$ cat config.mk
export PLATFORM = sky130hd
export DESIGN_NAME = axi_ame_wr_engine
export DESIGN_NICKNAME = d
export VERILOG_FILES = /design/src/rtl/axi_ame_pkg.sv /design/src/rtl/axi_ame_burst_calc.sv /design/src/rtl/axi_ame_wr_engine.sv
export SDC_FILE = /design/constraint.sdc
export NUM_CORES = 1
export LEC_CHECK = 0
export ABC_AREA = 1
export CAP_MARGIN = 10
export CORE_ASPECT_RATIO = 0.75
export CORE_UTILIZATION = 30
export DETAILED_ROUTE_END_ITERATION = 12
export HOLD_SLACK_MARGIN = 0.15
export SLEW_MARGIN = 20
export SYNTH_ARGS = -nofsm -noshare
export SYNTH_HDL_FRONTEND = slang
export SYNTH_SLANG_ARGS = --single-unit
$ cat constraint.sdc
create_clock -name m_axi_aclk -period 3.3 [get_ports m_axi_aclk]
set_input_delay 0.495 -clock m_axi_aclk [delete_from_list [all_inputs] [get_ports m_axi_aclk]]
set_output_delay 0.495 -clock m_axi_aclk [all_outputs]
set_load 0.05 [all_outputs]
$ cat src/rtl/axi_ame_pkg.sv
// Shared types and AXI constants for the AME write engine and its future read twin.
package axi_ame_pkg;

  typedef enum logic [2:0] {
    IDLE   = 3'd0,
    CALC   = 3'd1,
    AW     = 3'd2,
    DATA   = 3'd3,
    WAIT_B = 3'd4
  } state_t;

  localparam logic [1:0] AXI_BURST_INCR    = 2'b01;
  localparam logic [3:0] AXI_CACHE_BUF_MOD = 4'b0011;
  localparam logic [1:0] AXI_RESP_OKAY     = 2'b00;
  localparam logic [1:0] AXI_RESP_EXOKAY   = 2'b01;
  localparam logic [1:0] AXI_RESP_SLVERR   = 2'b10;
  localparam logic [1:0] AXI_RESP_DECERR   = 2'b11;

  // Beat counts up to 256 need nine bits.
  localparam int BEATS_W = 9;

  function automatic logic [2:0] axi_size(input int data_width);
    int sz;
    sz = $clog2(data_width / 8);
    return sz[2:0];
  endfunction

endpackage

$ cat src/rtl/axi_ame_burst_calc.sv
// Registered burst sizing: min(remaining beats, MAX_BURST, beats left before the next 4 KiB page).
module axi_ame_burst_calc
  import axi_ame_pkg::*;
#(
  parameter int DATA_WIDTH = 32,
  parameter int LEN_WIDTH  = 24,
  parameter int MAX_BURST  = 16
) (
  input  logic                 clk,
  input  logic                 rst,
  input  logic                 calc_en_i,
  input  logic [LEN_WIDTH-1:0] remaining_i,
  input  logic [11:0]          addr_lo_i,
  output logic [BEATS_W-1:0]   beats_o
);

  localparam int SIZE = $clog2(DATA_WIDTH / 8);
  localparam int CW   = (LEN_WIDTH > 13) ? LEN_WIDTH : 13;

  logic [12:0]        dist_bytes;
  logic [CW-1:0]      dist_c;
  logic [CW-1:0]      rem_c;
  logic [CW-1:0]      lim_c;
  logic [CW-1:0]      min_c;
  logic [BEATS_W-1:0] beats_d;
  logic [BEATS_W-1:0] beats_q;

  always_comb begin
    dist_bytes = 13'h1000 - {1'b0, addr_lo_i};
    dist_c     = CW'(dist_bytes >> SIZE);
    rem_c      = CW'(remaining_i);
    lim_c      = CW'(MAX_BURST);
    min_c      = (rem_c < lim_c) ? rem_c : lim_c;
    if (dist_c < min_c) min_c = dist_c;
    beats_d    = min_c[BEATS_W-1:0];
  end

  always_ff @(posedge clk or posedge rst) begin
    if (rst)            beats_q <= '0;
    else if (calc_en_i) beats_q <= beats_d;
  end

  assign beats_o = beats_q;

endmodule

$ cat src/rtl/axi_ame_wr_engine.sv
// AXI4 write-burst master: splits one descriptor into 4 KiB-safe INCR bursts and tracks B responses.
module axi_ame_wr_engine
  import axi_ame_pkg::*;
#(
  parameter int ADDR_WIDTH      = 32,
  parameter int DATA_WIDTH      = 32,
  parameter int LEN_WIDTH       = 24,
  parameter int MAX_BURST       = 16,
  parameter int MAX_OUTSTANDING = 4
) (
  input  logic                    m_axi_aclk,
  input  logic                    m_axi_areset,
  input  logic [ADDR_WIDTH-1:0]   cmd_addr,
  input  logic [LEN_WIDTH-1:0]    cmd_len,
  input  logic                    cmd_valid,
  output logic                    cmd_ready,
  input  logic [DATA_WIDTH-1:0]   s_data,
  input  logic                    s_valid,
  output logic                    s_ready,
  output logic [ADDR_WIDTH-1:0]   m_axi_awaddr,
  output logic [7:0]              m_axi_awlen,
  output logic [2:0]              m_axi_awsize,
  output logic [1:0]              m_axi_awburst,
  output logic                    m_axi_awlock,
  output logic [3:0]              m_axi_awcache,
  output logic [2:0]              m_axi_awprot,
  output logic [3:0]              m_axi_awqos,
  output logic                    m_axi_awvalid,
  input  logic                    m_axi_awready,
  output logic [DATA_WIDTH-1:0]   m_axi_wdata,
  output logic [DATA_WIDTH/8-1:0] m_axi_wstrb,
  output logic                    m_axi_wlast,
  output logic                    m_axi_wvalid,
  input  logic                    m_axi_wready,
  input  logic [1:0]              m_axi_bresp,
  input  logic                    m_axi_bvalid,
  output logic                    m_axi_bready,
  output logic                    ame_run,
  output logic                    ame_done,
  output logic                    ame_error
);

  localparam int SIZE = $clog2(DATA_WIDTH / 8);
  localparam int OW   = $clog2(MAX_OUTSTANDING + 1);
  localparam logic [ADDR_WIDTH-1:0] ALIGN_MASK = ~ADDR_WIDTH'((DATA_WIDTH / 8) - 1);

  state_t                state_q, state_d;
  logic [ADDR_WIDTH-1:0] addr_q, addr_d;
  logic [LEN_WIDTH-1:0]  rem_q, rem_d;
  logic [BEATS_W-1:0]    beat_q, beat_d;
  logic [OW-1:0]         out_q, out_d;
  logic                  run_q, run_d;
  logic                  done_q, done_d;
  logic                  err_q, err_d;

  logic [BEATS_W-1:0]    beats;
  logic [BEATS_W-1:0]    beats_m1;
  logic [LEN_WIDTH-1:0]  rem_after;
  logic                  cmd_hs, aw_hs, w_hs, b_hs, last_beat;

  axi_ame_burst_calc #(
    .DATA_WIDTH (DATA_WIDTH),
    .LEN_WIDTH  (LEN_WIDTH),
    .MAX_BURST  (MAX_BURST)
  ) u_calc (
    .clk         (m_axi_aclk),
    .rst         (m_axi_areset),
    .calc_en_i   (state_q == CALC),
    .remaining_i (rem_q),
    .addr_lo_i   (addr_q[11:0]),
    .beats_o     (beats)
  );

  assign beats_m1  = beats - BEATS_W'(1);
  assign last_beat = (beat_q == beats_m1);
  assign rem_after = rem_q - LEN_WIDTH'(beats);
  assign cmd_hs    = cmd_valid & cmd_ready;
  assign aw_hs     = m_axi_awvalid & m_axi_awready;
  assign w_hs      = m_axi_wvalid & m_axi_wready;
  assign b_hs      = m_axi_bvalid & m_axi_bready;

  always_ff @(posedge m_axi_aclk or posedge m_axi_areset) begin
    if (m_axi_areset) begin
      state_q <= IDLE;
      addr_q  <= '0;
      rem_q   <= '0;
      beat_q  <= '0;
      out_q   <= '0;
      run_q   <= 1'b0;
      done_q  <= 1'b0;
      err_q   <= 1'b0;
    end else begin
      state_q <= state_d;
      addr_q  <= addr_d;
      rem_q   <= rem_d;
      beat_q  <= beat_d;
      out_q   <= out_d;
      run_q   <= run_d;
      done_q  <= done_d;
      err_q   <= err_d;
    end
  end

  always_comb begin
    state_d = state_q;
    unique case (state_q)
      IDLE:    if (cmd_hs && (cmd_len != '0)) state_d = CALC;
      CALC:    if (out_q != OW'(MAX_OUTSTANDING)) state_d = AW;
      AW:      if (aw_hs) state_d = DATA;
      DATA:    if (w_hs && last_beat) state_d = (rem_after != '0) ? CALC : WAIT_B;
      WAIT_B:  if (out_q == '0) state_d = IDLE;
      default: state_d = IDLE;
    endcase
  end

  // Datapath and status registers follow the FSM decisions.
  always_comb begin
    addr_d = addr_q;
    rem_d  = rem_q;
    beat_d = beat_q;
    run_d  = run_q;
    done_d = 1'b0;
    err_d  = err_q;
    if (cmd_hs) begin
      addr_d = cmd_addr & ALIGN_MASK;
      rem_d  = cmd_len;
      beat_d = '0;
      run_d  = (cmd_len != '0);
      done_d = (cmd_len == '0);
      err_d  = 1'b0;
    end
    if ((state_q == DATA) && w_hs) begin
      if (last_beat) begin
        beat_d = '0;
        addr_d = addr_q + (ADDR_WIDTH'(beats) << SIZE);
        rem_d  = rem_after;
      end else begin
        beat_d = beat_q + BEATS_W'(1);
      end
    end
    if ((state_q == WAIT_B) && (out_q == '0)) begin
      run_d  = 1'b0;
      done_d = 1'b1;
    end
    // A B with nothing outstanding is a protocol error but must not underflow the count.
    if (b_hs && ((m_axi_bresp == AXI_RESP_SLVERR) || (m_axi_bresp == AXI_RESP_DECERR)
                 || (out_q == '0)))
      err_d = 1'b1;
  end

  always_comb begin
    out_d = out_q;
    unique case ({aw_hs, b_hs && (out_q != '0)})
      2'b10:   out_d = out_q + OW'(1);
      2'b01:   out_d = out_q - OW'(1);
      default: out_d = out_q;
    endcase
  end

  always_comb begin
    cmd_ready     = (state_q == IDLE);
    m_axi_awvalid = (state_q == AW);
    m_axi_wvalid  = (state_q == DATA) && s_valid;
    s_ready       = (state_q == DATA) && m_axi_wready;
    m_axi_wlast   = (state_q == DATA) && last_beat;
  end

  assign m_axi_awaddr  = addr_q;
  assign m_axi_awlen   = beats_m1[7:0];
  assign m_axi_awsize  = axi_size(DATA_WIDTH);
  assign m_axi_awburst = AXI_BURST_INCR;
  assign m_axi_awlock  = 1'b0;
  assign m_axi_awcache = AXI_CACHE_BUF_MOD;
  assign m_axi_awprot  = 3'b000;
  assign m_axi_awqos   = 4'b0000;
  assign m_axi_wdata   = s_data;
  assign m_axi_wstrb   = '1;
  assign m_axi_bready  = 1'b1;
  assign ame_run       = run_q;
  assign ame_done      = done_q;
  assign ame_error     = err_q;

endmodule
==> flow_summary.yaml, run 1 <==
run_status:
  outcome: "complete, no violations"
global_route:
  grt_max_degree: 63
  grt-ovfl-total: 0
  grt_pass1_vias: 6409
  grt_usage_pct: 17.00
  grt_antenna_before_repair: 2
  grt_pass1_wl_um: 32860
synth:
  synth_fa_ha_area_share_pct: 6.217
  ys_seq_elements: 83
  netlist_area_um2: 7204
  syn_inst: 1071
  async_flop_share_pct: 100.0
  ys_warn_count: 0
  synth.distinct_cells: 51
  syn_avg_cell_area_um2: 6.727
  muxShareOfSynthArea_pct: 0.7815
  synthSimpleGateAreaFrac_pct: 32.09
  synth-compound-area-share_pct: 10.75
  synth_seq_area_share_pct: 28.83
  synth-xor-area-share_pct: 6.009
  synth_top_family_by_area: "simple AND/OR/NAND/NOR gates"
  ys.flop_type: "dfrtp_1"
  synth_edf_count: 0
power:
  power_leakage_nw: 4.246
  combPwrFrac_pct: 65.6
  p_seq_share_pct: 22.0
  swShare_pct: 53.89
  cellPowerDensity_nw_per_um2: 1051
  peakVddDrop_mv: 0.7630
  p_sw_mw: 4.921
  internal_power_mw: 4.211
  p_clk_share_pct: 12.4
routing:
  routed_wirelength_um: 19860
  vias_per_cell: 4.612
  drtIter0Drc: 372
  dr.pass1.iters: 5
  num_vias: 6720
  drc: 0
  wl_per_cell_um: 13.63
  drtAntennaViolNets: 0
cts:
  cts-buffers-inserted: 9
  clock_latency_ns: 0.36
  cts_tree: "yes"
  htreeDepth: 3
  ctsLongestPathBuffers: 2
  cts_setup_buffers: 0
  clk_pin_slew_ns: 0.07
  cts_sinks: 83
  cts-root-buf: "clkbuf_16"
setup_path:
  r2r-start: "m_axi_awaddr[0]"
  worst_setup_path_startpoint: "u_calc.beats_o[0]"
  path_max_fanout: 5
  crit_type: "register to output port"
  arrival_ns: 2.56
  crit_path_start_kind: "register"
  cp-end-kind: "output port"
  crit_required_ns: 2.80
layout:
  final_util_pct: 37.29
  diodes: 0
  seqCellArea_um2: 2077
  filler_cell_count: 2478
  syn_to_final_growth_pct: 20.60
  drive_gt1_share_pct: 5.704
  multi_input_area_um2: 4143
  postLayoutCellArea_um2: 8688
  fin_nets: 1283
  stdcell_count: 1457
sta:
  clock_skew_ns: 0.007428
  slew_headroom_pct: 54.97
  setup_tns_ns: 0
  tightest_slew_ns: 0.6755
  period_share_pct: 92.56
  timing_hold_violations_final: 0
  setup-violations-final: 0
  period_needed_ns: 3.055
  rsz0062_at_grt: "yes"
  report.final.slew_viol_count: 0
  fmax_mhz: 327.4
place:
  dp_cells: 1441
  dp_hpwl_um: 15550
  portBuffers: 109
  gp_congestion: 0.8779
  place_area_um2: 8368
floorplanning:
  initial_core_util_pct: 30.92
  dieArea_um2: 24640
  core-area_um2: 23300
  io_pins: 199
  dieHeight_um: 136.2
  fp.dieW_um: 180.9
  num_rows: 48
job:
  cap_violations: 0
hold_path:
  hp-class: "input port to asynchronous set/reset pin"
## layer usage
layer,wire [µm],global-route usage (%),part of all wire (%)
met1,9920,23.28,50
met2,8380,26.02,42
met3,1265,4.849,6.4
met4,276,4.708,1.4
met5,13,0,0.065
## critical path, cell delays in order, from the launching register on
cell and delay [ns]:
dfrtp_1 0.47, inv_2 0.14, ha_1 0.23, nand2_2 0.09, nor2_2 0.16, nand4_2 0.15
nand2_1 0.13, clkdlybuf4s50_1 0.82
## path summary, 6_finish.rpt
check	end	slack, ns	cells after the start
max in group asynchronous	beat_q[8]	2.09	3
worst max register to register	u_calc.beats_o[0]	0.37	20
min in group m_axi_aclk	ame_error	0.50	2
worst min-delay path	ame_done	0.50	2
worst max-delay path	m_axi_awlen[6]	0.25	7
worst min register to register	ame_error	0.50	2
## cell usage after synthesis, types with 2 or more instances
library cell  count  area (µm²)
ha_1             31       387.9
o21ai_1          24       120.1
nor2_2            6       37.54
nor2_1           91       341.6
nand3b_1          3       22.52
o21a_1            4       30.03
inv_1           143       536.8
or2_2             3       18.77
o21ai_0          45       225.2
buf_4            55       412.9
nand2_2           2       12.51
conb_1            2       7.510
nor3_1           11       55.05
clkbuf_1         11       41.29
nor4_1            5       31.28
a31oi_1          13       81.33
inv_2             4       15.01
nand3_2           3       30.03
fa_1              3       60.06
nand4_2           2       25.02
nand3_1          57       285.3
nand4_1          17       106.4
xnor2_1           9       78.83
a21oi_1          19       95.09
o211ai_1         11       82.58
mux2_1            5       56.30
o31ai_2           2       25.02
nand2_1         331        1242
dfrtp_1          83        2077
buf_2             9       45.04
a32o_1            3       30.03
o22ai_1           4       25.02
clkinv_1          3       11.26
nor2_4            2       22.52
xor2_1           36       315.3
nor3_2            2       20.02
buf_6             3       33.78
## logic make-up (layout without fill, tap and decap cells)
| kind of cell | count (synthesis) | after routing |
|---|---|---|
| flops | 83 | 83 |
| simple gates | 540 | 540 |
| mux | 5 | 5 |
| buf+inv | 228 | 288 |
| fa+ha+maj | 34 | 34 |
| xor+xnor | 47 | 47 |
| other cells | 2 | 28 |
| compound gates | 132 | 132 |
## power groups by stage
stage                     logic, mW  registers [mW]  clock network, mW
after global routing           6.75            2.08               1.20
after global placement         5.90            2.02                  0
after detailed placement       5.98            2.02                  0
final                          5.99            2.01               1.13
after floorplan                3.98            2.48                  0
after CTS                      6.01            2.01               1.16
## sequential cells by signal (all words and copies together), names as in the netlist
signal,flops
beat_q,9
out_q,3
state_q,3
u_calc.beats_o,9
rem_q,24
ame_error,1
ame_run,1
ame_done,1
m_axi_awaddr,32
## timing repair
action,CTS,global route
hold buffers,0,0
resized for setup,0,2
setup endpoints to repair,0,6
## stage by stage
stage | worst slack, ns | hold WS, ns | power, mW
6_report | 0.2455 | 0.5019 | 9.133
5_1_grt | -0.02105 | 0.5320 | 10.03
4_1_cts | 0.1674 | 0.4971 | 9.177
3_5_place_dp | 0.3467 | 0.4804 | 7.997
3_3_place_gp | 0.3840 | 0.4661 | 7.924
2_1_floorplan | 0.09357 | 0.4684 | 6.461
## layout by cell type (no fill, tap or decap), types with 4 or more instances in the layout
cell type / instances
ha_1: 31
clkbuf_16: 9
a21oi_1: 19
conb_1: 28
o22ai_1: 4
o21ai_1: 24
o21ai_0: 45
inv_1: 141
nor2_1: 89
o211ai_1: 11
nor3_1: 11
o21a_1: 4
dfrtp_1: 83
a31oi_1: 13
nor2_2: 8
nand3_1: 57
nand4_1: 17
inv_2: 5
nor4_1: 5
buf_4: 12
clkdlybuf4s50_1: 108
nand2_1: 330
xnor2_1: 9
mux2_1: 5
xor2_1: 36
## layout make-up
| type | instances | share of cell area (%) |
|---|---|---|
| sequential | 83 | 23.91 |
| multi-input combinational | 786 | 47.68 |
| clock buffer | 11 | 2.679 |
| tap | 300 | 4.320 |
| timing repair buffer | 122 | 13.94 |
| inverter | 150 | 6.495 |
| clock inverter | 5 | 0.9793 |
Power figures use the tool's default switching activity.
==> run 2: changes to the inputs <==
--- a/config.mk
+++ b/config.mk
@@ -6,8 +6,10 @@
 export NUM_CORES = 1
 export LEC_CHECK = 0
 export ABC_AREA = 1
+export ABC_CLOCK_PERIOD_IN_PS = 3300
 export CAP_MARGIN = 10
 export CORE_ASPECT_RATIO = 0.75
+export CORE_MARGIN = 3
 export CORE_UTILIZATION = 30
 export DETAILED_ROUTE_END_ITERATION = 12
 export HOLD_SLACK_MARGIN = 0.15
==> run 2 against run 1 <==
Effect of this change: cell count fell by 0.34%; sequential power barely moved; clock power fell by 5%; global-route usage fell by 1.4 points; register-to-register slack barely moved; design area fell by 0.46%; power fell by 0.25%; maximum frequency fell by 1.6%; sequential share of layout area rose by 0.11 points; largest power group unchanged; highest routed layer unchanged.
==> flow_summary.yaml, run 2 (synthesized netlist as in run 1, its figures left out) <==
floorplanning:
  io_pins: 199
  fp.dieW_um: 184.9
  initial_core_util_pct: 30.92
  dieArea_um2: 25930
  core-area_um2: 23300
  dieHeight_um: 140.2
  num_rows: 48
power:
  internal_power_mw: 4.149
  p_sw_mw: 4.960
  p_clk_share_pct: 11.7
  power_leakage_nw: 4.227
  peakVddDrop_mv: 0.5415
  combPwrFrac_pct: 66.2
  power.total_mw: 9.110
  cellPowerDensity_nw_per_um2: 1053
  swShare_pct: 54.45
  p_seq_share_pct: 22.1
layout:
  multi_input_area_um2: 4143
  diodes: 0
  largest_reg_flops: 32
  fin_nets: 1278
  seqCellArea_um2: 2077
  syn_to_final_growth_pct: 20.04
  filler_cell_count: 2488
  drive_gt1_share_pct: 5.382
  layout_commonest_cell: "nand2_1"
  layout_common_cells: "330 x nand2_1, 141 x inv_1, 108 x clkdlybuf4s50_1"
job:
  cap_violations: 0
global_route:
  grt_antenna_before_repair: 2
  grt_pass1_wl_um: 32740
  grt_usage_pct: 15.63
  grt_pass1_vias: 6356
  grt-ovfl-total: 0
  grt_max_degree: 105
setup_path:
  ff2ff_setup_slack_ns: 0.36
  regToRegEndpoint: "u_calc.beats_o[1]"
  crit_required_ns: 2.80
  crit_type: "register to output port"
  arrival_ns: 2.61
  crit_path_start_kind: "register"
  r2r-start: "m_axi_awaddr[0]"
  path_max_fanout: 5
  reg2reg_depth: 20
  cp-end-kind: "output port"
routing:
  wl_per_cell_um: 13.85
  vias_per_cell: 4.689
  drc: 0
  drtAntennaViolNets: 0
  drtIter0Drc: 362
  dr.pass1.iters: 5
  num_vias: 6809
  routed_wirelength_um: 20100
sta:
  clock_skew_ns: 0.008633
  period_share_pct: 94.10
  fmax_mhz: 322.0
  setup-violations-final: 0
  timing_hold_violations_final: 0
  period_needed_ns: 3.105
  setup_tns_ns: 0
  slew_headroom_pct: 54.95
  tightest_slew_ns: 0.6758
  rsz0062_at_grt: "no"
  worst_slack_ns: 0.1948
  report.final.slew_viol_count: 0
cts:
  clk_pin_slew_ns: 0.07
  cts_hold_buffers: 0
  cts_tree: "yes"
  cts-buffers-inserted: 9
  ctsLongestPathBuffers: 2
  cts-root-buf: "clkbuf_16"
  clock_latency_ns: 0.35
  htreeDepth: 3
  cts_sinks: 83
  cts_setup_buffers: 0
place:
  gp_congestion: 0.9100
  dp_hpwl_um: 15740
  portBuffers: 109
  dp_worst_setup_slack_ns: 0.3418
hold_path:
  min_from: "m_axi_awaddr[0]"
  hp-class: "register to register"
  hold_depth: 2
  min_to: "m_axi_awaddr[0]"
run_status:
  outcome: "complete, no violations"
==> run 2: cell types whose count changed in the layout (fill, tap and decap cells not counted), sizes merged <==
| cell | delta |
|---|---|
| buf | -5 |
| bufinv | -1 |
| clkinv | +1 |
==> run 2: critical path, cell delays in order (launching register included) <==
cell	delay (ns)
dfrtp_1	0.46
inv_1	0.19
ha_1	0.25
nand2_2	0.09
nor2_2	0.15
nand4_2	0.14
nand2_1	0.15
clkdlybuf4s50_1	0.82
==> run 2: metal layers <==
layer  wire (µm)  share of wire, %  vias to the layer above  GRT usage (%)
li1            -                 -                     3481              -
met4         213               1.1                        4          2.920
met3        1382               6.9                       16          4.283
met1        9875                49                     3134          22.88
met2        8609                43                      174          23.18
met5          23              0.11                        -              0
==> run 2: power by group through the flow <==
stage / Combinational [mW] / Clock [mW] / Sequential [mW]
after floorplan: 3.98 / 0 / 2.48
after global routing: 6.76 / 1.12 / 2.09
final: 6.03 / 1.07 / 2.01
after CTS: 6.04 / 1.09 / 2.01
after global placement: 5.91 / 0 / 2.02
after detailed placement: 6.01 / 0 / 2.01
==> run 2: repair_timing <==
item,4_1_cts,5_1_grt
endpoints found under the hold margin,0,0
resized for setup,0,2
setup endpoints to repair,0,3
==> run 2: how the worst max path moves through the flow <==
stage,from,end,slack [ns],cells past startpoint
after floorplan,u_calc.beats_o[0],m_axi_wlast,0.09,10
after CTS,u_calc.beats_o[0],m_axi_awlen[6],0.15,7
after global placement,m_axi_awaddr[0],u_calc.beats_o[1],0.37,20
final,u_calc.beats_o[1],m_axi_awlen[6],0.19,7
after global routing,u_calc.beats_o[1],m_axi_wlast,0.007,13
after detailed placement,m_axi_awaddr[0],u_calc.beats_o[1],0.34,19
==> run 2: area by class of cell <==
cell class / count / share of cell area [%]
multi-input cells: 786 / 47.90
flip-flops and latches: 83 / 24.02
repair buffers: 117 / 13.72
inverters: 150 / 6.525
well taps: 300 / 4.340
clock buffers: 11 / 2.807
clock inverters: 5 / 0.6944
==> run 2: per-stage QoR <==
| stage | instances | hold WS (ns) | util [%] | instance area (µm²) |
|---|---|---|---|---|
| final | 1452 | 0.4831 | 37.11 | 8648 |
| after global routing | 1452 | 0.5282 | 37.11 | 8648 |
| after floorplan | 1097 | 0.4684 | - | 7311 |
| after global placement | 1436 | 0.4658 | 35.80 | 8343 |
| after CTS | 1452 | 0.4852 | 37.10 | 8646 |
| after detailed placement | 1436 | 0.4671 | 35.80 | 8343 |
==> run 3: changes to the inputs <==
--- a/config.mk
+++ b/config.mk
@@ -5,7 +5,6 @@
 export SDC_FILE = /design/constraint.sdc
 export NUM_CORES = 1
 export LEC_CHECK = 0
-export ABC_AREA = 1
 export ABC_CLOCK_PERIOD_IN_PS = 3300
 export CAP_MARGIN = 10
 export CORE_ASPECT_RATIO = 0.75
==> run 3 against run 2 <==
Effect of this change: the run now ends with negative setup slack left; wire length increased by 17%; combinational power is 11% higher; flip-flop and latch count stayed put; largest cell class unchanged; power up 7.2%; clock power about the same; via count fell by 1.1%; critical endpoint is now u_calc.beats_o[2].
==> flow_summary.yaml, run 3 <==
run_status:
  outcome: "finished, violations left"
  violations: "negative setup slack"
synth:
  synthTopCellsByArea: "dfrtp_1 29%, buf_4 5.8%, ha_1 5.5%"
  async_flop_share_pct: 100.0
  synth_most_common_cell: "nand2_1"
  ys.flop_type: "dfrtp_1"
  synth_commonest_cells: "86 x nand2_1, 83 x dfrtp_1, 74 x nor2_1, 55 x buf_4, 50 x a21oi_1"
  syn_avg_cell_area_um2: 8.302
  synth_edf_count: 0
  synth.distinct_cells: 79
  ys_warn_count: 0
  syn_inst: 852
  synth_seq_area_share_pct: 29.36
  synth_top_area_cell: "dfrtp_1"
  netlist_area_um2: 7073
  ys_seq_elements: 83
  synth_top_cell_area_share_pct: 29.36
floorplanning:
  fp.dieW_um: 183.3
  dieArea_um2: 25470
  initial_core_util_pct: 31.32
  core-area_um2: 22580
  num_rows: 47
  io_pins: 199
  dieHeight_um: 139.0
sta:
  setup-violations-final: 4
  period_needed_ns: 3.336
  hold_slack_ns: 0.4706
  timing_hold_violations_final: 0
  slew_headroom_pct: 35.16
  report.final.slew_viol_count: 0
  clock_skew_ns: 0.01047
  worst_slack_ns: -0.03577
  rsz0062_at_grt: "yes"
  fmax_mhz: 299.8
  setup_tns_ns: -0.07641
  period_share_pct: 101.1
  tightest_slew_ns: 0.9726
layout:
  diodes: 0
  fin_nets: 1106
  stdcell_count: 1274
  layout_common_cells: "106 x clkdlybuf4s50_1, 85 x nand2_1, 78 x dfrtp_1"
  layout_commonest_cell: "clkdlybuf4s50_1"
  syn_to_final_growth_pct: 28.18
  drive_gt1_share_pct: 15.92
  largest_reg_flops: 32
setup_path:
  crit_type: "register to register"
  arrival_ns: 3.60
  crit_family: "simple AND/OR/NAND/NOR gates"
  path_max_fanout: 7
  crit_cells: 15
  cp_num_buf_inv: 2
  cp-end-kind: "register"
  reg2reg_depth: 15
  r2r-start: "m_axi_awaddr[3]"
  worst_setup_path_startpoint: "m_axi_awaddr[3]"
  crit_path_start_kind: "register"
  slowest_delay_ns: 0.55
  crit_required_ns: 3.57
  cp_slowest_cell: "or4_4"
  crit_chain: "or4_4 -> nor4_4 -> nor2b_4 -> nand2b_1 -> or2_4 -> buf_4 -> and2_4 -> nor2_1 -> ha_2 -> o21a_1 -> o21ai_2 -> o21bai_4 -> buf_4 -> or2_4 -> o211ai_1"
global_route:
  grt_usage_pct: 18.24
  grt_max_degree: 84
  grt_pass1_vias: 6558
  grt_pass1_wl_um: 37020
  grt-busiest-layer: "met1"
  grt_util_met1_pct: 27.46
  grt-ovfl-total: 0
  met2_usage_pct: 26.23
  grt_antenna_before_repair: 0
  use_met3_pct: 4.326
power:
  peakVddDrop_mv: 0.4756
  power_leakage_nw: 3.702
  cellPowerDensity_nw_per_um2: 1077
job:
  cap_violations: 0
routing:
  drc: 0
  num_vias: 6731
  drtIter0Drc: 472
  vias_per_cell: 5.283
  wl_per_cell_um: 18.44
  routed_wirelength_um: 23500
  dr.pass1.iters: 5
  drtAntennaViolNets: 0
hold_path:
  hp-class: "register to register"
  hold_depth: 2
  min_from: "ame_error"
place:
  gp_congestion: 0.8954
  portBuffers: 109
  dp_cells: 1254
  dp_hpwl_um: 18020
cts:
  cts-buffers-inserted: 9
  cts_sinks: 83
  htreeDepth: 3
  cts-root-buf: "clkbuf_16"
  clk_pin_slew_ns: 0.07
  clock_latency_ns: 0.36
  cts_tree: "yes"
  cts_hold_buffers: 0
  ctsLongestPathBuffers: 2
-- run 3: changes by cell type in the layout (fill, tap and decap cells not counted), moves of 23 or more --
| cell | change |
|---|---|
| and3_1 | +23 |
| buf_4 | +67 |
| nand2_1 | -245 |
| o21ai_0 | -25 |
| a21oi_1 | +30 |
| xor2_1 | -27 |
| nand3_1 | -39 |
| inv_1 | -105 |
-- run 3: what timing repair did --
item / in CTS / in global routing
pin swaps: 8 / 2
endpoints found under the setup margin: 10 / 13
gates cloned: 0 / 0
gates resized for setup: 9 / 13
buffers inserted: 2 / 2
-- run 3: stage by stage --
| step | util [%] | worst slack (ns) | area (µm²) | total power, mW |
|---|---|---|---|---|
| after CTS | 39.88 | 0.007888 | 9006 | 9.668 |
| final | 40.15 | -0.03577 | 9066 | 9.763 |
| after floorplan | - | 0.06426 | 7234 | 6.424 |
| after global routing | 40.15 | -0.1633 | 9066 | 10.43 |
| after global placement | 38.36 | -0.2774 | 8663 | 8.499 |
| after detailed placement | 38.36 | -0.3574 | 8663 | 8.516 |
-- run 3: layer usage --
layer / share of wire (%) / wire, µm / vias to the layer above
li1: - / - / 3253
met1: 49 / 11570 / 3237
met2: 42 / 9957 / 222
met3: 6.7 / 1586 / 19
met4: 1.6 / 385 / 0
met5: 0 / 0 / -
-- run 3: tightest hold or removal path, cell delays in order (launching register included) --
cell     delay [ns]
dfrtp_1        0.35
nand2_1        0.05
nand2_1        0.05
-- run 3: cell type report --
type                       instances  area, µm²
timing repair buffer             184       1700
multi-input combinational        659       4479
fill                            2292      13520
tap                              294      367.9
clock inverter                     4      51.30
clock buffer                      12      236.5
inverter                          38      147.6
sequential                        83       2083
-- run 3: report_power, final --
| part | switching, mW | total [mW] | leakage, nW | internal [mW] |
|---|---|---|---|---|
| Clock | 0.460 | 1.05 | 0.137 | 0.589 |
| Combinational | 3.97 | 6.68 | 2.59 | 2.71 |
| Sequential | 0.576 | 2.03 | 0.974 | 1.46 |
-- run 3: kinds of logic (layout without fill, tap and decap cells) --
kind of cell,count (synthesis),after routing,synth area share [%]
adders and majority gates,34,34,6.333
xor gates and xnor gates,39,39,5.413
buffers and inverters,136,238,10.67
AOI/OAI and AO/OA,205,205,20.08
and+or+nand+nor,322,322,23.46
other,2,28,0.1062
muxes,31,31,4.582
DFF,83,83,29.36
-- run 3: final timing paths --
kind                                endpoint  slack, ns
setup / recovery           u_calc.beats_o[2]      -0.04
hold / removal                     ame_error       0.47
setup reg to reg           u_calc.beats_o[2]      -0.04
hold reg to reg                    ame_error       0.47
max in group asynchronous  u_calc.beats_o[1]       2.32
min in group asynchronous   m_axi_awaddr[26]       0.54
